[src/rtl/mem_bridge.sv]
// External-bus slave: demultiplexes the core's address/data bus on ALE and turns
// nME/nOE strobes into a request/acknowledge access with wait states and timeout.
module mem_bridge #(
    parameter int WAIT_CYCLES = 1,
    parameter int TIMEOUT     = 32
) (
    input  logic        Clock,
    input  logic        nReset,
    input  logic [15:0] AdBus,
    input  logic        ALE,
    input  logic        nME,
    input  logic        nOE,
    output logic [15:0] DataIn,
    output logic        nWait,
    output logic        MemReq,
    output logic        MemWr,
    output logic [15:0] MemAddr,
    output logic [15:0] MemWData,
    input  logic [15:0] MemRData,
    input  logic        MemAck,
    output logic        BusErr
);

    typedef enum logic [1:0] {IDLE, WAIT, REQ, DONE} bridgeState;

    localparam logic [3:0] WAIT_LAST = 4'(WAIT_CYCLES - 1);
    localparam logic [7:0] TO_LAST   = 8'(TIMEOUT - 1);

    bridgeState  state, stateNext;
    logic [3:0]  waitCnt, waitCntNext;
    logic [7:0]  toCnt, toCntNext;
    logic        nmeRose, nmeRoseNext;
    logic [15:0] dataInNext, memAddrNext, memWDataNext;
    logic        nWaitNext, memReqNext, memWrNext, busErrNext;

    always_ff @(posedge Clock or negedge nReset) begin
        if (!nReset) begin
            state    <= IDLE;
            waitCnt  <= '0;
            toCnt    <= '0;
            nmeRose  <= 1'b0;
            DataIn   <= '0;
            nWait    <= 1'b1;
            MemReq   <= 1'b0;
            MemWr    <= 1'b0;
            MemAddr  <= '0;
            MemWData <= '0;
            BusErr   <= 1'b0;
        end else begin
            state    <= stateNext;
            waitCnt  <= waitCntNext;
            toCnt    <= toCntNext;
            nmeRose  <= nmeRoseNext;
            DataIn   <= dataInNext;
            nWait    <= nWaitNext;
            MemReq   <= memReqNext;
            MemWr    <= memWrNext;
            MemAddr  <= memAddrNext;
            MemWData <= memWDataNext;
            BusErr   <= busErrNext;
        end
    end

    always_comb begin
        stateNext    = state;
        waitCntNext  = waitCnt;
        toCntNext    = toCnt;
        nmeRoseNext  = nmeRose;
        dataInNext   = DataIn;
        nWaitNext    = nWait;
        memReqNext   = MemReq;
        memWrNext    = MemWr;
        memAddrNext  = MemAddr;
        memWDataNext = MemWData;
        busErrNext   = 1'b0;
        unique case (state)
            IDLE: begin
                // Address latched on the same edge as nME is used for that access.
                if (ALE) memAddrNext = AdBus;
                if (!nME) begin
                    memWrNext   = nOE;
                    nWaitNext   = 1'b0;
                    waitCntNext = '0;
                    toCntNext   = '0;
                    nmeRoseNext = 1'b0;
                    if (nOE) memWDataNext = AdBus;
                    if (WAIT_CYCLES > 0) begin
                        stateNext = WAIT;
                    end else begin
                        stateNext  = REQ;
                        memReqNext = 1'b1;
                    end
                end
            end
            WAIT: begin
                if (nME) begin
                    stateNext   = IDLE;
                    nWaitNext   = 1'b1;
                    waitCntNext = '0;
                end else if (waitCnt == WAIT_LAST) begin
                    stateNext   = REQ;
                    memReqNext  = 1'b1;
                    waitCntNext = '0;
                end else begin
                    waitCntNext = waitCnt + 4'd1;
                end
            end
            REQ: begin
                if (nME) nmeRoseNext = 1'b1;
                if (MemAck || toCnt == TO_LAST) begin
                    memReqNext  = 1'b0;
                    nWaitNext   = 1'b1;
                    toCntNext   = '0;
                    nmeRoseNext = 1'b0;
                    // Core already released the strobe: skip DONE and go straight back.
                    stateNext   = (nmeRose || nME) ? IDLE : DONE;
                    if (MemAck) begin
                        if (!MemWr) dataInNext = MemRData;
                    end else begin
                        busErrNext = 1'b1;
                        if (!MemWr) dataInNext = 16'hFFFF;
                    end
                end else begin
                    toCntNext = toCnt + 8'd1;
                end
            end
            DONE: begin
                if (nME) stateNext = IDLE;
            end
            default: stateNext = IDLE;
        endcase
    end

endmodule
[config.mk]
export PLATFORM = sky130hd
export DESIGN_NAME = mem_bridge
export DESIGN_NICKNAME = d
export VERILOG_FILES = /design/src/rtl/mem_bridge.sv
export SDC_FILE = /design/constraint.sdc
export NUM_CORES = 1
export LEC_CHECK = 0
export ABC_CLOCK_PERIOD_IN_PS = 2800
export CAP_MARGIN = 30
export CELL_PAD_IN_SITES_DETAIL_PLACEMENT = 0
export CELL_PAD_IN_SITES_GLOBAL_PLACEMENT = 2
export CORE_MARGIN = 5
export CORE_UTILIZATION = 30
export DETAILED_ROUTE_END_ITERATION = 12
export PLACE_DENSITY_LB_ADDON = 0.1
export RECOVER_POWER = 100
export SETUP_SLACK_MARGIN = 0.5
export SYNTH_ARGS = -nofsm -noshare
export SYNTH_HDL_FRONTEND = slang
export SYNTH_SLANG_ARGS = --single-unit
[constraint.sdc]
create_clock -name Clock -period 2.8 [get_ports Clock]
set_clock_uncertainty 0.1 [all_clocks]
set_input_delay 0.56 -clock Clock [delete_from_list [all_inputs] [get_ports Clock]]
set_output_delay 0.56 -clock Clock [all_outputs]
set_load 0.05 [all_outputs]
; ---- Word-level counts from Yosys, hierarchy flattened
; Index checks and enable logic that the tools add are counted.
; W data, S select, Z words.
[op_classes]
muxes = 30
eq_ne = 12
n_reduce_logical = 18
n_addsub = 2
bitwise = 2
[op_table]
columns = operator, n
row1 = $mux W16, 3
row2 = $mux W8, 2
row3 = $pmux W8 S2, 1
row4 = $mux W2, 6
row5 = $mux W4, 3
row6 = $ne A2 B2 Y1 const B, 6
row7 = $reduce_and A4 Y1, 3
row8 = $mux W1, 10
row9 = $reduce_and A3 Y1, 3
row10 = $add A8 B1 Y8 const B, 1
row11 = $eq A8 B5 Y1 const B, 1
row12 = $pmux W2 S4, 1
row13 = $pmux W4 S2, 1
row14 = $reduce_and A2 Y1, 4
row15 = $ne A3 B3 Y1 const B, 2
row16 = $reduce_bool A2 Y1, 3
row17 = $add A4 B1 Y4 const B, 1
row18 = $eq A2 B2 Y1 const B, 2
row19 = $logic_not A4 Y1, 1
row20 = $pmux W1 S2, 2
row21 = $pmux W1 S3, 1
row22 = $reduce_bool A3 Y1, 1
row23 = $eq A2 B1 Y1 const B, 1
row24 = $logic_not A2 Y1, 1
row25 = other kinds (2), 4
[word_totals]
regBits = 67
word_cells = 75

; ---- Logic depth before layout (Yosys ltp)
[depth]
word_depth = 4
depth_mapped = 8

; ---- Worst setup path before layout
; No wires, ideal clock.
[synth_timing]
kind = register to register
start = register toCnt[0]
end = register DataIn[0]
t_arrival_ps = 1724
synth_period_minus_slack_ps = 1948
stages_incl_launch_ff = 7
slack_ps = 852
t_required_ps = 2575
n_path_buf = 1
setup_ps = 125
cell_sequence = dfrtp_1 > ha_1 > nor4b_4 > a21oi_2 > nor3b_4 > buf_6 > mux2_2
[synth_via]
elab_chain_len = 3
[synth_rtl]
columns = element, line_no
row1 = from (decl), 31  ; logic [7:0] toCnt, toCntNext;
row2 = from (signal assigned), 52  ; toCnt <= toCntNext;
row3 = $eq A8 B5 Y1, 110  ; if (MemAck || toCnt == TO_LAST) begin
row4 = $logic_or A1 B1 Y1, 110
row5 = $reduce_and A3 Y1 (no line), -
row6 = to (signal assigned), 54  ; DataIn <= dataInNext;
row7 = to (decl), 13  ; output logic [15:0] DataIn,
; Every way passes these cells.
; A chain may end at the register's enable or synchronous reset.

; ---- Final worst setup path
[layout_timing]
start = register state[0]
end = register MemAddr[15]
[layout_via]
elab_chain_len = 2
[layout_rtl]
columns = element, line_no
row1 = from (decl), 29  ; bridgeState state, stateNext;
row2 = from (signal assigned), 50  ; state <= stateNext;
row3 = $logic_not A2 Y1, 76  ; unique case (state)
row4 = $reduce_and A2 Y1 (no line), -
row5 = to (signal assigned), 58  ; MemAddr <= memAddrNext;
row6 = to (decl), 17  ; output logic [15:0] MemAddr,
; Every way passes these cells.

==> results.md <==
* Status: complete, but fails checks
* Failing checks: capacitance limit, slew limit
* Vias in the first global route at about 2.2k
* Startpoint Class: flop
* Final setup viols at 0
* Register share of total power at 0.297
* Yosys top cell by area: dfrtp_1
* Cell area after synthesis at 2960 sq um
* NetSw at roughly 0.0025 W
* Filler cells at 918
* CTS clock-pin slew for the worst setup and hold paths at 0.08 ns
* Dpl cell area at 4030 sq um
* Max-Cap Viols at 1
* Critical path required time at 2.92 ns
* Worst-path fanout max at 16
* Met1 Usage GRT at 0.169
* GP Congestion at 0.722
* WS Path Type: flop to flop
* Sequential fraction of the synthesis area at 0.567
* Clock network power share at 0.151
* H-tree depth at 3
* Root Buffer: clkbuf_8
* Internal at 0.00274 W
* Slew @ Worst Pin at 1.71 ns
* Fin Setup TNS at 0 ns
* CTS tree: built
* Ports at 90
* EDFF count, synth at 0
* Area fraction of the dominant cell type after synthesis at 0.558
* Final Util at 0.433
* Worst setup EP type: flop
* DRC Markers at 0
* Global-route wire length before repair at 11500 microns
* Share of cells above drive strength 1 at 0.218
* Die area at 11900 sq um
* GRT overflow at 0
* Distinct cells, synth at 40
* Largest cells by area after synthesis: dfrtp_1 56%, mux2_2 19%, ha_1 3.0%, or2b_1 2.0%, nand2b_1 1.9%
* Most common cell in the synthesized netlist: dfrtp_1
* Detailed Routing Iterations Pass 1 at 4
* PD cells at between 1000 and 1500 nW/um^2
* Final Critical Period at 2.29 ns
* Crit path buf inv count at 2
* GRT busiest layer: met2
* Comb pwr share at 0.552
* Critical path data arrival time at 2.41 ns
* Max Slew Vio Count at 68
* GR Util met2 at 0.186
* Vias per cell at about 4.5
* Pin count of the biggest net entering global routing at 68
* CTS Buffer Depth at 2
* Total Routing Usage GR at 0.124
* Nets at 370
* CP max stage cell: clkbuf_1
* Leakage Power at around 1.7 nW
* Die W at approximately 110 microns
* Post-DP HPWL at 4980 microns
* Post-CTS Setup Bufs at 0
* Fmax at 436 MHz
* Syn Inst Count at 227
* Delay of the slowest cell on the worst path at around 0.76 ns
* Routed WL at 7060 microns
* Ys Warns at 0
* Predominant post-synthesis flop cell: dfrtp_1
* Mean post-synth cell area at 13.0 sq um
* Hold crit path type: flop to flop
* Initial Util at 0.306
* VDD IR max at roughly 0.00052 V
* Cells along the critical path: inv_1 -> ha_1 -> nand2_1 -> clkbuf_1 -> mux2_2
* Die Span Y at 109 microns
* Core Area at 9680 sq um
* Clk sinks at 67
* Remaining antenna violation count at 0
* M3 GR Usage at 0.0382
* Vias at about 2.1k
* Post-synth net total at between 200 and 300
* FFs w/ async S/R, synth at 1.00
* Site Rows at 36
* Input/output buffers at 89
* Latest clock arrival within the worst-skew pair at 0.33 ns
* Per-cell routed wire length at between 15 and 20 microns
* Slew headroom at -0.137
* Switching share of total power at 0.477
* Period utilisation layout at 0.818
* RSZ-0062 raised after global routing: no
* PnR Total Power at 0.00524 W
* #FFs+latches synth at 67
* Hold Violations, Final at 0
* P&R area growth vs syn at 41.6%
* CTS Buf Count at 9
* Initial antenna violation count at 1
* DRT iter0 DRCs at 59
* Post-synth top cells: 66 x dfrtp_1, 49 x mux2_2, 13 x nand2_1
* Delay-heaviest family, CP: buffers and inverters
* Design area at 4190 sq um
## sequential cells by signal, summed over array words and instances, names as in the netlist
signal and count:
MemWr 1, waitCnt 4, state 2, DataIn 16, toCnt 8, nWait 1
BusErr 1, nmeRose 1, MemReq 1, MemWData 16, MemAddr 16
## kinds of logic after synthesis
logic type,Yosys count,synth area share
flip-flops,67,0.567
AND/OR/NAND/NOR,62,0.130
multiplexers,49,0.186
AO/OA/AOI/OAI,22,0.0465
buffers and inverters,13,0.0199
XOR/XNOR,7,0.0207
adder cells (fa/ha/maj),7,0.0296
## what timing repair did
item                       in CTS  in global routing
setup endpoints to repair       2                  5
gates cloned                    0                  0
hold buffers                    0                  0
gates resized for setup         2                  1
## worst paths after layout
path                       depth (start not counted)           to         from  slack [ns]
min in group asynchronous                          2   waitCnt[2]       nReset        0.63
hold / removal                                     1  MemWData[2]  MemWData[2]        0.40
setup / recovery                                   5  MemAddr[15]     state[0]        0.51
max in group asynchronous                          2       BusErr       nReset        0.93
setup reg to reg                                   5  MemAddr[15]     state[0]        0.51
hold reg to reg                                    1  MemWData[2]  MemWData[2]        0.40
## power groups by stage
stage,sequential [W],combinational [W],clock [W]
floorplan,0.00291,0.000693,0
finish,0.00156,0.00289,0.000791
CTS,0.00159,0.00308,0.000827
global placement,0.00159,0.00309,0
global route,0.00162,0.00305,0.000867
detailed placement,0.00160,0.00308,0
## layer usage
layer  vias up  routed length, microns
met5         -                       0
met4         0                     108
met3         9                     526
met2        62                    3280
met1      1009                    3140
li1        994                       -
## cell type report
| cell class | instances | area (sq um) | share of cell area |
|---|---|---|---|
| Inverter | 6 | 22.5 | 0.00537 |
| Timing Repair Buffer | 94 | 910 | 0.217 |
| Sequential cell | 67 | 1680 | 0.400 |
| Clock inverter | 6 | 66.3 | 0.0158 |
| Clock buffer | 10 | 128 | 0.0304 |
| Tap cell | 133 | 166 | 0.0397 |
| Antenna cell | 1 | 2.50 | 0.000597 |
| Multi-Input combinational cell | 147 | 1220 | 0.291 |
## layout by cell type, fill, tap and decap left out, types with 2 or more instances in the layout
cell and n:
a21oi_1 3, dlygate4sd3_1 51, clkdlybuf4s50_1 35, inv_1 6, clkbuf_2 3, nand2_1 13, nor4_1 2, mux2_2 48
xnor2_1 4, nand2b_1 9, nor2_1 11, dlygate4sd2_1 2, clkbuf_8 9, a31oi_1 2, o21ai_0 9, nor3_1 2
or2b_1 8, or4_1 2, nor4b_1 3, dfrtp_1 66, xor2_1 3, ha_1 7, clkbuf_1 2, o21a_1 2
clkinvlp_4 3, nor3b_1 2
## stage by stage
step / std cells / setup slack (ns) / hold WS, ns
final: 464 / 0.508 / 0.400
after global routing: 464 / 0.355 / 0.420
after CTS: 463 / 0.588 / 0.144
after detailed placement: 447 / 0.381 / 0.393
after global placement: 447 / 0.345 / 0.380
after floorplan: 227 / 0.852 / 0.164
Power figures use the tool's default switching activity.
